--- config.mk ---
export PLATFORM = sky130hd
export DESIGN_NAME = hash_table_response_queue_flat
export DESIGN_NICKNAME = d
export VERILOG_FILES = /design/src/rtl/hash_table_response_queue_if.sv /design/src/rtl/hash_table_response_queue.sv /design/src/flat_wrapper.sv
export SDC_FILE = /design/constraint.sdc
export NUM_CORES = 1
export LEC_CHECK = 0
export BUFFER_PORTS_ARGS = -buffer_cell sky130_fd_sc_hd__buf_4
export CAP_MARGIN = 20
export CELL_PAD_IN_SITES_DETAIL_PLACEMENT = 1
export CELL_PAD_IN_SITES_GLOBAL_PLACEMENT = 1
export CORE_ASPECT_RATIO = 0.75
export CORE_UTILIZATION = 55
export DETAILED_ROUTE_END_ITERATION = 8
export GPL_ROUTABILITY_DRIVEN = 0
export HOLD_SLACK_MARGIN = 0.1
export MAX_ROUTING_LAYER = met4
export PLACE_DENSITY = 0.89
export RECOVER_POWER = 25
export SYNTH_ARGS = -nofsm -noshare
export SYNTH_HDL_FRONTEND = slang
export SYNTH_SLANG_ARGS = --single-unit
export TNS_END_PERCENT = 10
--- constraint.sdc ---
create_clock -name clk -period 7 [get_ports clk]
set_input_delay 0.7 -clock clk [delete_from_list [all_inputs] [get_ports clk]]
set_output_delay 0.7 -clock clk [all_outputs]
set_load 0.03 [all_outputs]
--- src/rtl/hash_table_response_queue_if.sv ---
// hash_table_response_queue_if: request tap, hash-table result and response port bundle
interface hash_table_response_queue_if #(
    parameter int KEY_WIDTH  = 2,
    parameter int DATA_WIDTH = 32,
    parameter int DEPTH      = 8
);
    logic                    req_valid;
    logic [1:0]              req_op;
    logic [KEY_WIDTH-1:0]    req_key;
    logic                    pipe_en;
    logic                    ht_valid;
    logic [DATA_WIDTH-1:0]   ht_read_data;
    logic                    ht_no_element_found;
    logic                    ht_key_already_present;
    logic                    ht_no_write_space;
    logic                    ht_no_deletion_target;
    logic                    rsp_valid;
    logic                    rsp_ready;
    logic [KEY_WIDTH-1:0]    rsp_key;
    logic [DATA_WIDTH-1:0]   rsp_data;
    logic [2:0]              rsp_status;
    logic [$clog2(DEPTH):0]  count;
    logic                    sync_err;

    modport master (
        output req_valid, req_op, req_key, ht_valid, ht_read_data, ht_no_element_found,
               ht_key_already_present, ht_no_write_space, ht_no_deletion_target, rsp_ready,
        input  pipe_en, rsp_valid, rsp_key, rsp_data, rsp_status, count, sync_err
    );
    modport slave (
        input  req_valid, req_op, req_key, ht_valid, ht_read_data, ht_no_element_found,
               ht_key_already_present, ht_no_write_space, ht_no_deletion_target, rsp_ready,
        output pipe_en, rsp_valid, rsp_key, rsp_data, rsp_status, count, sync_err
    );
endinterface

--- src/rtl/hash_table_response_queue.sv ---
// hash_table_response_queue: shadows hash-table requests, builds status-coded responses into a FWFT FIFO
module hash_table_response_queue #(
    parameter int KEY_WIDTH  = 2,
    parameter int DATA_WIDTH = 32,
    parameter int LATENCY    = 3,
    parameter int DEPTH      = 8
) (
    input logic clk,
    input logic reset,
    hash_table_response_queue_if.slave bus
);
    localparam int AW = $clog2(DEPTH);

    typedef struct packed {
        logic [KEY_WIDTH-1:0]  key;
        logic [DATA_WIDTH-1:0] data;
        logic [2:0]            status;
    } rsp_t;

    logic [LATENCY-1:0]   sh_valid;
    logic [1:0]           sh_op  [LATENCY];
    logic [KEY_WIDTH-1:0] sh_key [LATENCY];
    rsp_t                 mem [DEPTH];
    rsp_t                 new_rsp;
    rsp_t                 head;
    logic [AW-1:0]        wr_ptr;
    logic [AW-1:0]        rd_ptr;
    logic [AW:0]          count;
    logic                 sync_err;
    logic                 pipe_en;
    logic                 push;
    logic                 pop;
    logic                 rsp_valid;
    logic                 tail_valid;
    logic [1:0]           tail_op;

    // Enable depends only on registered count, so a push is always guaranteed a slot
    assign pipe_en    = count < (AW+1)'(DEPTH);
    assign tail_valid = sh_valid[LATENCY-1];
    assign tail_op    = sh_op[LATENCY-1];
    assign push       = pipe_en && tail_valid;
    assign rsp_valid  = count != '0;
    assign pop        = rsp_valid && bus.rsp_ready;
    assign head       = mem[rd_ptr];

    always_comb begin
        new_rsp.key    = sh_key[LATENCY-1];
        new_rsp.data   = (tail_op == 2'b01 && !bus.ht_no_element_found) ? bus.ht_read_data : '0;
        new_rsp.status = tail_op == 2'b01 ? (bus.ht_no_element_found ? 3'd1 : 3'd0) :
                         tail_op == 2'b10 ? (bus.ht_key_already_present ? 3'd3 :
                                             bus.ht_no_write_space ? 3'd4 : 3'd2) :
                                            (bus.ht_no_deletion_target ? 3'd6 : 3'd5);
    end

    always_ff @(posedge clk) begin
        if (reset) begin
            sh_valid <= '0;
        end else if (pipe_en) begin
            sh_valid[0] <= bus.req_valid && bus.req_op != 2'b00;
            sh_op[0]    <= bus.req_op;
            sh_key[0]   <= bus.req_key;
            for (int i = 1; i < LATENCY; i++) begin
                sh_valid[i] <= sh_valid[i-1];
                sh_op[i]    <= sh_op[i-1];
                sh_key[i]   <= sh_key[i-1];
            end
        end
    end

    always_ff @(posedge clk) begin
        if (push)
            mem[wr_ptr] <= new_rsp;
    end

    always_ff @(posedge clk) begin
        if (reset) begin
            wr_ptr   <= '0;
            rd_ptr   <= '0;
            count    <= '0;
            sync_err <= 1'b0;
        end else begin
            if (push)
                wr_ptr <= wr_ptr + AW'(1);
            if (pop)
                rd_ptr <= rd_ptr + AW'(1);
            count <= count + (AW+1)'(push) - (AW+1)'(pop);
            if (pipe_en && bus.ht_valid != tail_valid)
                sync_err <= 1'b1;
        end
    end

    assign bus.pipe_en    = pipe_en;
    assign bus.rsp_valid  = rsp_valid;
    assign bus.rsp_key    = rsp_valid ? head.key : '0;
    assign bus.rsp_data   = rsp_valid ? head.data : '0;
    assign bus.rsp_status = rsp_valid ? head.status : '0;
    assign bus.count      = count;
    assign bus.sync_err   = sync_err;
endmodule
--- src/flat_wrapper.sv ---
// flat-port wrapper written by rule: the top's interface ports become plain ports
module hash_table_response_queue_flat 
#(
    parameter int KEY_WIDTH  = 2,
    parameter int DATA_WIDTH = 32,
    parameter int LATENCY    = 3,
    parameter int DEPTH      = 8
)
  (clk, reset, bus_req_valid, bus_req_op, bus_req_key, bus_ht_valid, bus_ht_read_data, bus_ht_no_element_found, bus_ht_key_already_present, bus_ht_no_write_space, bus_ht_no_deletion_target, bus_rsp_ready, bus_pipe_en, bus_rsp_valid, bus_rsp_key, bus_rsp_data, bus_rsp_status, bus_count, bus_sync_err);
  hash_table_response_queue_if #(.KEY_WIDTH(KEY_WIDTH), .DATA_WIDTH(DATA_WIDTH), .DEPTH(DEPTH)) bus_i ();
  input logic clk;
  input logic reset;
  input wire logic [$bits(bus_i.req_valid)-1:0] bus_req_valid;
  input wire logic [$bits(bus_i.req_op)-1:0] bus_req_op;
  input wire logic [$bits(bus_i.req_key)-1:0] bus_req_key;
  input wire logic [$bits(bus_i.ht_valid)-1:0] bus_ht_valid;
  input wire logic [$bits(bus_i.ht_read_data)-1:0] bus_ht_read_data;
  input wire logic [$bits(bus_i.ht_no_element_found)-1:0] bus_ht_no_element_found;
  input wire logic [$bits(bus_i.ht_key_already_present)-1:0] bus_ht_key_already_present;
  input wire logic [$bits(bus_i.ht_no_write_space)-1:0] bus_ht_no_write_space;
  input wire logic [$bits(bus_i.ht_no_deletion_target)-1:0] bus_ht_no_deletion_target;
  input wire logic [$bits(bus_i.rsp_ready)-1:0] bus_rsp_ready;
  output wire logic [$bits(bus_i.pipe_en)-1:0] bus_pipe_en;
  output wire logic [$bits(bus_i.rsp_valid)-1:0] bus_rsp_valid;
  output wire logic [$bits(bus_i.rsp_key)-1:0] bus_rsp_key;
  output wire logic [$bits(bus_i.rsp_data)-1:0] bus_rsp_data;
  output wire logic [$bits(bus_i.rsp_status)-1:0] bus_rsp_status;
  output wire logic [$bits(bus_i.count)-1:0] bus_count;
  output wire logic [$bits(bus_i.sync_err)-1:0] bus_sync_err;
  assign bus_i.req_valid = bus_req_valid;
  assign bus_i.req_op = bus_req_op;
  assign bus_i.req_key = bus_req_key;
  assign bus_i.ht_valid = bus_ht_valid;
  assign bus_i.ht_read_data = bus_ht_read_data;
  assign bus_i.ht_no_element_found = bus_ht_no_element_found;
  assign bus_i.ht_key_already_present = bus_ht_key_already_present;
  assign bus_i.ht_no_write_space = bus_ht_no_write_space;
  assign bus_i.ht_no_deletion_target = bus_ht_no_deletion_target;
  assign bus_i.rsp_ready = bus_rsp_ready;
  assign bus_pipe_en = bus_i.pipe_en;
  assign bus_rsp_valid = bus_i.rsp_valid;
  assign bus_rsp_key = bus_i.rsp_key;
  assign bus_rsp_data = bus_i.rsp_data;
  assign bus_rsp_status = bus_i.rsp_status;
  assign bus_count = bus_i.count;
  assign bus_sync_err = bus_i.sync_err;
  hash_table_response_queue #(.KEY_WIDTH(KEY_WIDTH), .DATA_WIDTH(DATA_WIDTH), .LATENCY(LATENCY), .DEPTH(DEPTH)) u_core (.clk(clk), .reset(reset), .bus(bus_i));
endmodule
==> results of run 1 <==
==> through the flow <==
stage,setup slack (ns),cells,area [um2]
floorplan,2.90,583,12700
global placement,3.73,946,13600
detailed placement,3.63,946,13600
CTS,3.06,1002,14700
global route,2.82,1004,14600
finish,3.03,1004,14600
==> registers in the layout, summed over array words and instances (netlist names), named ones only <==
signal and count:
u_core.bus.count 4, u_core.wr_ptr 3, u_core.sh_op 6, u_core.bus.sync_err 1, u_core.sh_key 6, u_core.rd_ptr 3
u_core.sh_valid 3, u_core.mem 296
==> cell type report <==
type / instances / area (um2)
clock buffer: 33 / 762
multi-input combinational: 220 / 2850
timing repair buffer: 101 / 752
tap: 294 / 368
sequential: 325 / 9600
clock inverter: 23 / 283
fill: 1805 / 7650
inverter: 8 / 30.0
==> placed cells by master (no fill, tap or decap), types with 2 or more instances in the layout <==
cell          n
nor2_4        7
nand3_1       3
nand2_1       4
bufinv_16     6
clkbuf_1     10
mux4_2       48
mux4_1       26
a21oi_1       6
and2_0       12
dfxtp_1      15
nor2b_1       5
clkbuf_4      3
o21a_1        2
nor3_2        2
and2_1       20
mux2_2        3
clkbuf_16    30
dfxtp_4       2
ha_1          6
buf_4        90
xor2_1        3
clkinv_1      4
xnor2_1       2
edfxtp_1    308
nor2_1       14
clkinv_2      9
inv_1         7
o21ai_0       5
clkinvlp_4    4
nand2b_1      5
a22o_1       37
mux2i_1       3
==> routing by layer <==
layer	wire length [um]	vias to the layer above	global-route usage [%]
li1	-	2632	-
met1	11700	3247	33.0
met2	14600	173	42.9
met3	1060	49	3.28
met4	488	0	5.22
met5	0	-	-
==> cell families (layout without fill, tap and decap cells) <==
group,Yosys count,in the layout,synth area share [%]
AND/OR/NAND/NOR,76,76,3.36
AO/OA/AOI/OAI,52,52,3.23
flip-flops,325,325,75.8
XOR/XNOR,5,5,0.346
buffers and inverters,38,165,2.12
multiplexers,80,80,14.4
adder cells (fa/ha/maj),7,7,0.751
==> worst max-delay path, delay by kind of cell, from the launching register on <==
family	cells	cell delay [ns]
buffers and inverters	3	0.68
flip-flops	1	0.42
adder cells (fa/ha/maj)	1	0.16
AND/OR/NAND/NOR	2	1.08
AO/OA/AOI/OAI	1	0.34
==> power by group through the flow <==
stage               Sequential, mW  Clock [mW]  Combinational (mW)
global placement              2.31           0                1.28
finish                        2.28        1.72                1.32
floorplan                     2.28           0               0.944
detailed placement            2.32           0                1.33
CTS                           2.28        1.74                1.34
global route                  2.29        1.80                1.40
==> how the worst min path moves through the flow <==
| stage | to | cells past startpoint |
|---|---|---|
| global placement | u_core.sh_key[0][2] | 0 |
| global route | u_core.sh_key[0][1] | 1 |
| CTS | u_core.sh_key[0][1] | 1 |
| finish | u_core.sh_key[0][1] | 1 |
| floorplan | u_core.sh_key[0][2] | 0 |
| detailed placement | u_core.sh_key[0][3] | 0 |
==> impl_metrics.py, run 1 <==
metrics = {
    "floorplan": {
        "start_util_pct": 56.8,
        "fp.dieW_um": 177,
        "dieArea_um2": 23600,
        "die_h_um": 133,
        "core-area_um2": 22300,
        "ios": 89,
        "num_rows": 47,
    },
    "worst_setup_path": {
        "crit_path_start": "u_core.bus.count[3]",
        "crit_path_end": "bus_rsp_data[19]",
        "r2r_cells": 4,
        "crit_chain": "inv_1, ha_1, nor3b_1, clkinv_1, and2_4, a22o_1, buf_4",
        "crit_required_ns": 6.30,
        "worstSetupStartpointType": "flop",
        "cpMaxStageDelayCell": "nor3b_1",
        "worstPathArrival_ns": 3.27,
        "reg2reg_to": "u_core.mem[4][0]",
        "reg2reg_from": "u_core.sh_op[0][5]",
        "worstSetupPathType": "reg -> out",
        "reg2reg_slack_ns": 3.49,
        "path_max_fanout": 37,
        "slowest_delay_ns": 0.64,
        "end_kind": "output port",
    },
    "logic_synthesis": {
        "synth_area_leaders": "edfxtp_1 (73%), mux4_2 (8.5%), mux4_1 (5.4%), dfxtp_1 (2.7%), a22o_1 (2.6%)",
        "ys_types": 35,
        "synthArstFlopShare_pct": 0,
        "syn-cell-area_um2": 12700,
        "syn_nets": 635,
        "syn_inst": 583,
        "seq_area_frac_synth_pct": 75.8,
        "synth_top_area_share_pct": 73.1,
        "synth-seq-cells": 325,
        "ys_warn_count": 0,
        "synthMostInstantiatedCell": "edfxtp_1",
        "synth-main-ff-cell": "edfxtp_1",
        "synth_edf_count": 308,
        "syn_avg_cell_area_um2": 21.7,
        "synth_commonest_cells": "edfxtp_1 (308), mux4_2 (48), a22o_1 (37)",
        "synth_top_cell_by_area": "edfxtp_1",
    },
    "route": {
        "drt-wirelength-per-cell_um": 27.7,
        "routed_via_density": 6.08,
        "drt-initial-drc-count": 506,
        "wl_um": 27800,
        "ant_nets": 0,
        "routed-via-count": 6101,
        "drc": 0,
        "first_pass_iters": 5,
    },
    "cells_and_area": {
        "insertedDiodeCount": 0,
        "nets": 738,
        "drive_gt1_share_pct": 29.2,
        "final_util_pct": 65.7,
        "areaGrowthSynthToFinish_pct": 15.7,
    },
    "clock_tree": {
        "clk_pin_slew_worst_paths_ns": 0.07,
        "clock_latency_ns": 0.56,
        "htreeDepth": 1,
        "clkSinkCount": 325,
        "cts_tree": "done",
        "cts_buffers": 30,
        "hold_buffers": 0,
        "cts_buffer_depth": 3,
        "cts-root-buf": "clkbuf_16",
        "cts_resized": 0,
        "post-cts-setup-buffers": 0,
    },
    "outcome": {
        "status": "finished, violations left",
        "violations": "max-capacitance violations, max-slew violations",
    },
    "hold_path": {
        "hold_class": "in -> reg",
        "worstHoldStart": "bus_req_key[1]",
    },
    "pwr": {
        "power_mw": 5.31,
        "internal_power_mw": 3.76,
        "power_frac_seq_pct": 42.8,
        "comb_power_share_pct": 24.8,
        "p_leak_nw": 4.90,
        "p_switching_mw": 1.55,
        "swShare_pct": 29.2,
        "p_clk_share_pct": 32.4,
        "p_per_area_nw_per_um2": 363,
        "ir_drop_uv": 238,
    },
    "sta": {
        "finalHoldViolCount": 0,
        "tightest_slew_ns": 2.78,
        "clock_skew_ns": 0.0155,
        "slew_violations": 34,
        "holdWs_ns": 0.350,
        "min_period_ns": 3.97,
        "slew_headroom_pct": -85.9,
        "period_share_pct": 56.8,
        "clock.fmax_mhz": 252,
        "finalSetupTns_ns": 0,
        "setup_viol": 0,
        "rsz0062_at_grt": "no",
    },
    "grt": {
        "grt_pass1_vias": 6770,
        "grt_usage_pct": 25.3,
        "grt_antenna_before_repair": 0,
        "grt-ovfl-total": 0,
        "grt_pass1_wl_um": 41700,
        "grt_max_degree": 75,
    },
    "placement": {
        "io_buffer_count": 88,
        "hpwl_um": 15800,
    },
    "job": {
        "cap_violations": 1,
    },
}
Note: power is estimated with default switching activity, not from simulation.
==> run 2: changes to the inputs <==
--- a/config.mk
+++ b/config.mk
@@ -5,17 +5,18 @@
 export SDC_FILE = /design/constraint.sdc
 export NUM_CORES = 1
 export LEC_CHECK = 0
+export ABC_AREA = 1
 export BUFFER_PORTS_ARGS = -buffer_cell sky130_fd_sc_hd__buf_4
 export CAP_MARGIN = 20
 export CELL_PAD_IN_SITES_DETAIL_PLACEMENT = 1
 export CELL_PAD_IN_SITES_GLOBAL_PLACEMENT = 1
 export CORE_ASPECT_RATIO = 0.75
-export CORE_UTILIZATION = 55
+export CORE_UTILIZATION = 43
 export DETAILED_ROUTE_END_ITERATION = 8
 export GPL_ROUTABILITY_DRIVEN = 0
 export HOLD_SLACK_MARGIN = 0.1
 export MAX_ROUTING_LAYER = met4
-export PLACE_DENSITY = 0.89
+export PLACE_DENSITY = 0.83
 export RECOVER_POWER = 25
 export SYNTH_ARGS = -nofsm -noshare
 export SYNTH_HDL_FRONTEND = slang
==> constraint.sdc (replaced) <==
create_clock -name clk -period 3.48 [get_ports clk]
set_input_delay 0.348 -clock clk [delete_from_list [all_inputs] [get_ports clk]]
set_output_delay 0.348 -clock clk [all_outputs]
set_load 0.03 [all_outputs]
==> impl_metrics.py, run 2 <==
metrics = {
    "cells_and_area": {
        "largest_reg_flops": 296,
        "fillers": 3647,
        "nets": 1619,
        "mostFrequentLayoutCells": "nand2_1 (391), inv_1 (350), edfxtp_1 (308)",
        "drive_gt1_share_pct": 9.56,
        "final_common_cell": "nand2_1",
        "finalNonFillerCells": 2032,
        "final_util_pct": 50.6,
        "top_regs": "u_core.mem x296, u_core.sh_key x6, u_core.sh_op x6",
        "areaGrowthSynthToFinish_pct": 14.6,
        "top_register": "u_core.mem",
        "insertedDiodeCount": 0,
    },
    "floorplan": {
        "fp.dieW_um": 214,
        "core-area_um2": 32700,
        "start_util_pct": 44.1,
        "dieArea_um2": 34300,
        "num_rows": 57,
        "die_h_um": 161,
        "ios": 89,
    },
    "logic_synthesis": {
        "syn_inst": 1486,
        "synth_area_leaders": "edfxtp_1 (64%), nand2_1 (10%), inv_1 (9.1%), nand3_1 (6.6%), nor2_1 (3.5%)",
        "synthMostInstantiatedCell": "nand2_1",
        "synth_edf_count": 308,
        "synth-seq-cells": 325,
        "syn_avg_cell_area_um2": 9.72,
        "seq_area_frac_synth_pct": 66.4,
        "synthArstFlopShare_pct": 0,
        "ys_types": 19,
        "syn_nets": 1538,
        "ys_warn_count": 0,
        "syn-cell-area_um2": 14400,
        "synth_commonest_cells": "nand2_1 (391), inv_1 (351), edfxtp_1 (308)",
        "synth_top_area_share_pct": 64.0,
        "synth_top_cell_by_area": "edfxtp_1",
        "synth-main-ff-cell": "edfxtp_1",
    },
    "sta": {
        "clock.fmax_mhz": 327,
        "finalHoldViolCount": 0,
        "tightest_slew_ns": 1.65,
        "min_period_ns": 3.06,
        "clock_skew_ns": 0.0126,
        "holdWs_ns": 0.138,
        "slew_violations": 34,
        "finalSetupTns_ns": 0,
        "period_share_pct": 87.9,
        "setup_viol": 0,
        "slew_headroom_pct": -9.95,
        "rsz0062_at_grt": "no",
    },
    "clock_tree": {
        "post-cts-setup-buffers": 0,
        "clkSinkCount": 325,
        "cts-root-buf": "clkbuf_16",
        "cts_buffers": 34,
        "cts_tree": "done",
        "htreeDepth": 2,
        "cts_buffer_depth": 3,
        "clock_latency_ns": 0.51,
        "clk_pin_slew_worst_paths_ns": 0.06,
    },
    "job": {
        "cap_violations": 1,
    },
    "grt": {
        "grt_pass1_vias": 10980,
        "grt_pass1_wl_um": 58900,
        "grt_antenna_before_repair": 0,
        "grt-ovfl-total": 0,
        "grt_usage_pct": 23.1,
        "grt_max_degree": 149,
    },
    "outcome": {
        "violations": "max-capacitance violations, max-slew violations",
        "status": "finished, violations left",
    },
    "pwr": {
        "p_leak_nw": 7.61,
        "power_mw": 12.6,
        "ir_drop_uv": 455,
        "p_per_area_nw_per_um2": 760,
    },
    "route": {
        "routed_via_density": 4.92,
        "drt-initial-drc-count": 606,
        "drt-wirelength-per-cell_um": 18.4,
        "drc": 0,
        "ant_nets": 0,
        "first_pass_iters": 5,
        "wl_um": 37400,
        "routed-via-count": 10003,
    },
    "placement": {
        "dp_cells": 1968,
        "io_buffer_count": 88,
        "hpwl_um": 22000,
    },
    "worst_setup_path": {
        "end_kind": "output port",
        "crit_required_ns": 3.13,
        "worstPathArrival_ns": 2.71,
        "path_max_fanout": 27,
        "worstSetupPathType": "reg -> out",
        "worstSetupStartpointType": "flop",
    },
    "hold_path": {
        "hold_class": "in -> reg",
    },
}
[run 2: timing repair]
item,CTS,global route
gates resized for setup,0,0
hold buffers,5,0
hold endpoints to repair,11,0
[run 2: cell type report]
class	instances	area (um2)	share of cell area [%]
flip-flops and latches	325	9600	58.0
inverters	352	1320	8.00
well taps	442	553	3.34
multi-input cells	744	3150	19.0
repair buffers	110	847	5.12
clock buffers	44	952	5.75
clock inverters	15	123	0.741
[run 2: where the power goes]
group          total [mW]  internal, mW  switching (mW)
Sequential           4.72          4.57           0.150
Clock                3.57          2.08            1.50
Combinational        4.28          1.26            3.03
[run 2: cell families after synthesis]
group	after synthesis	share of synthesized area (%)
adder cells (fa/ha/maj)	7	0.658
AO/OA/AOI/OAI	20	0.710
AND/OR/NAND/NOR	716	20.3
XOR/XNOR	1	0.0606
flip-flops	325	66.4
buffers and inverters	417	12.0
[run 2: critical path, stage by stage, from the launching register on]
cell	delay, ns
dfxtp_1	0.41
inv_1	0.15
ha_1	0.22
nand3_2	0.30
buf_4	0.48
nand2_1	0.10
nor2_1	0.30
buf_4	0.23
[run 2: through the flow]
stage	instance area, um2	setup WS (ns)
final	16600	0.421
after global routing	16600	0.294
after CTS	16600	0.447
after detailed placement	15500	0.832
after global placement	15500	1.02
after floorplan	14400	0.296
[run 2: path summary, 6_finish.rpt]
path / from / to / slack, ns / cells after the start
hold reg to reg: u_core.sh_key[0][1] / u_core.sh_key[0][3] / 0.42 / 0
setup / recovery: u_core.bus.count[3] / bus_rsp_status[1] / 0.42 / 7
hold / removal: bus_ht_valid / u_core.bus.sync_err / 0.14 / 3
setup reg to reg: u_core.sh_op[0][5] / u_core.mem[3][26] / 0.56 / 3
[run 2: layer usage]
metal	routed length, um	share of wire [%]	track usage (%)
met1	16400	44	28.6
met3	1130	3.0	3.03
met2	19000	51	39.5
met5	0	0	-
met4	867	2.3	6.75
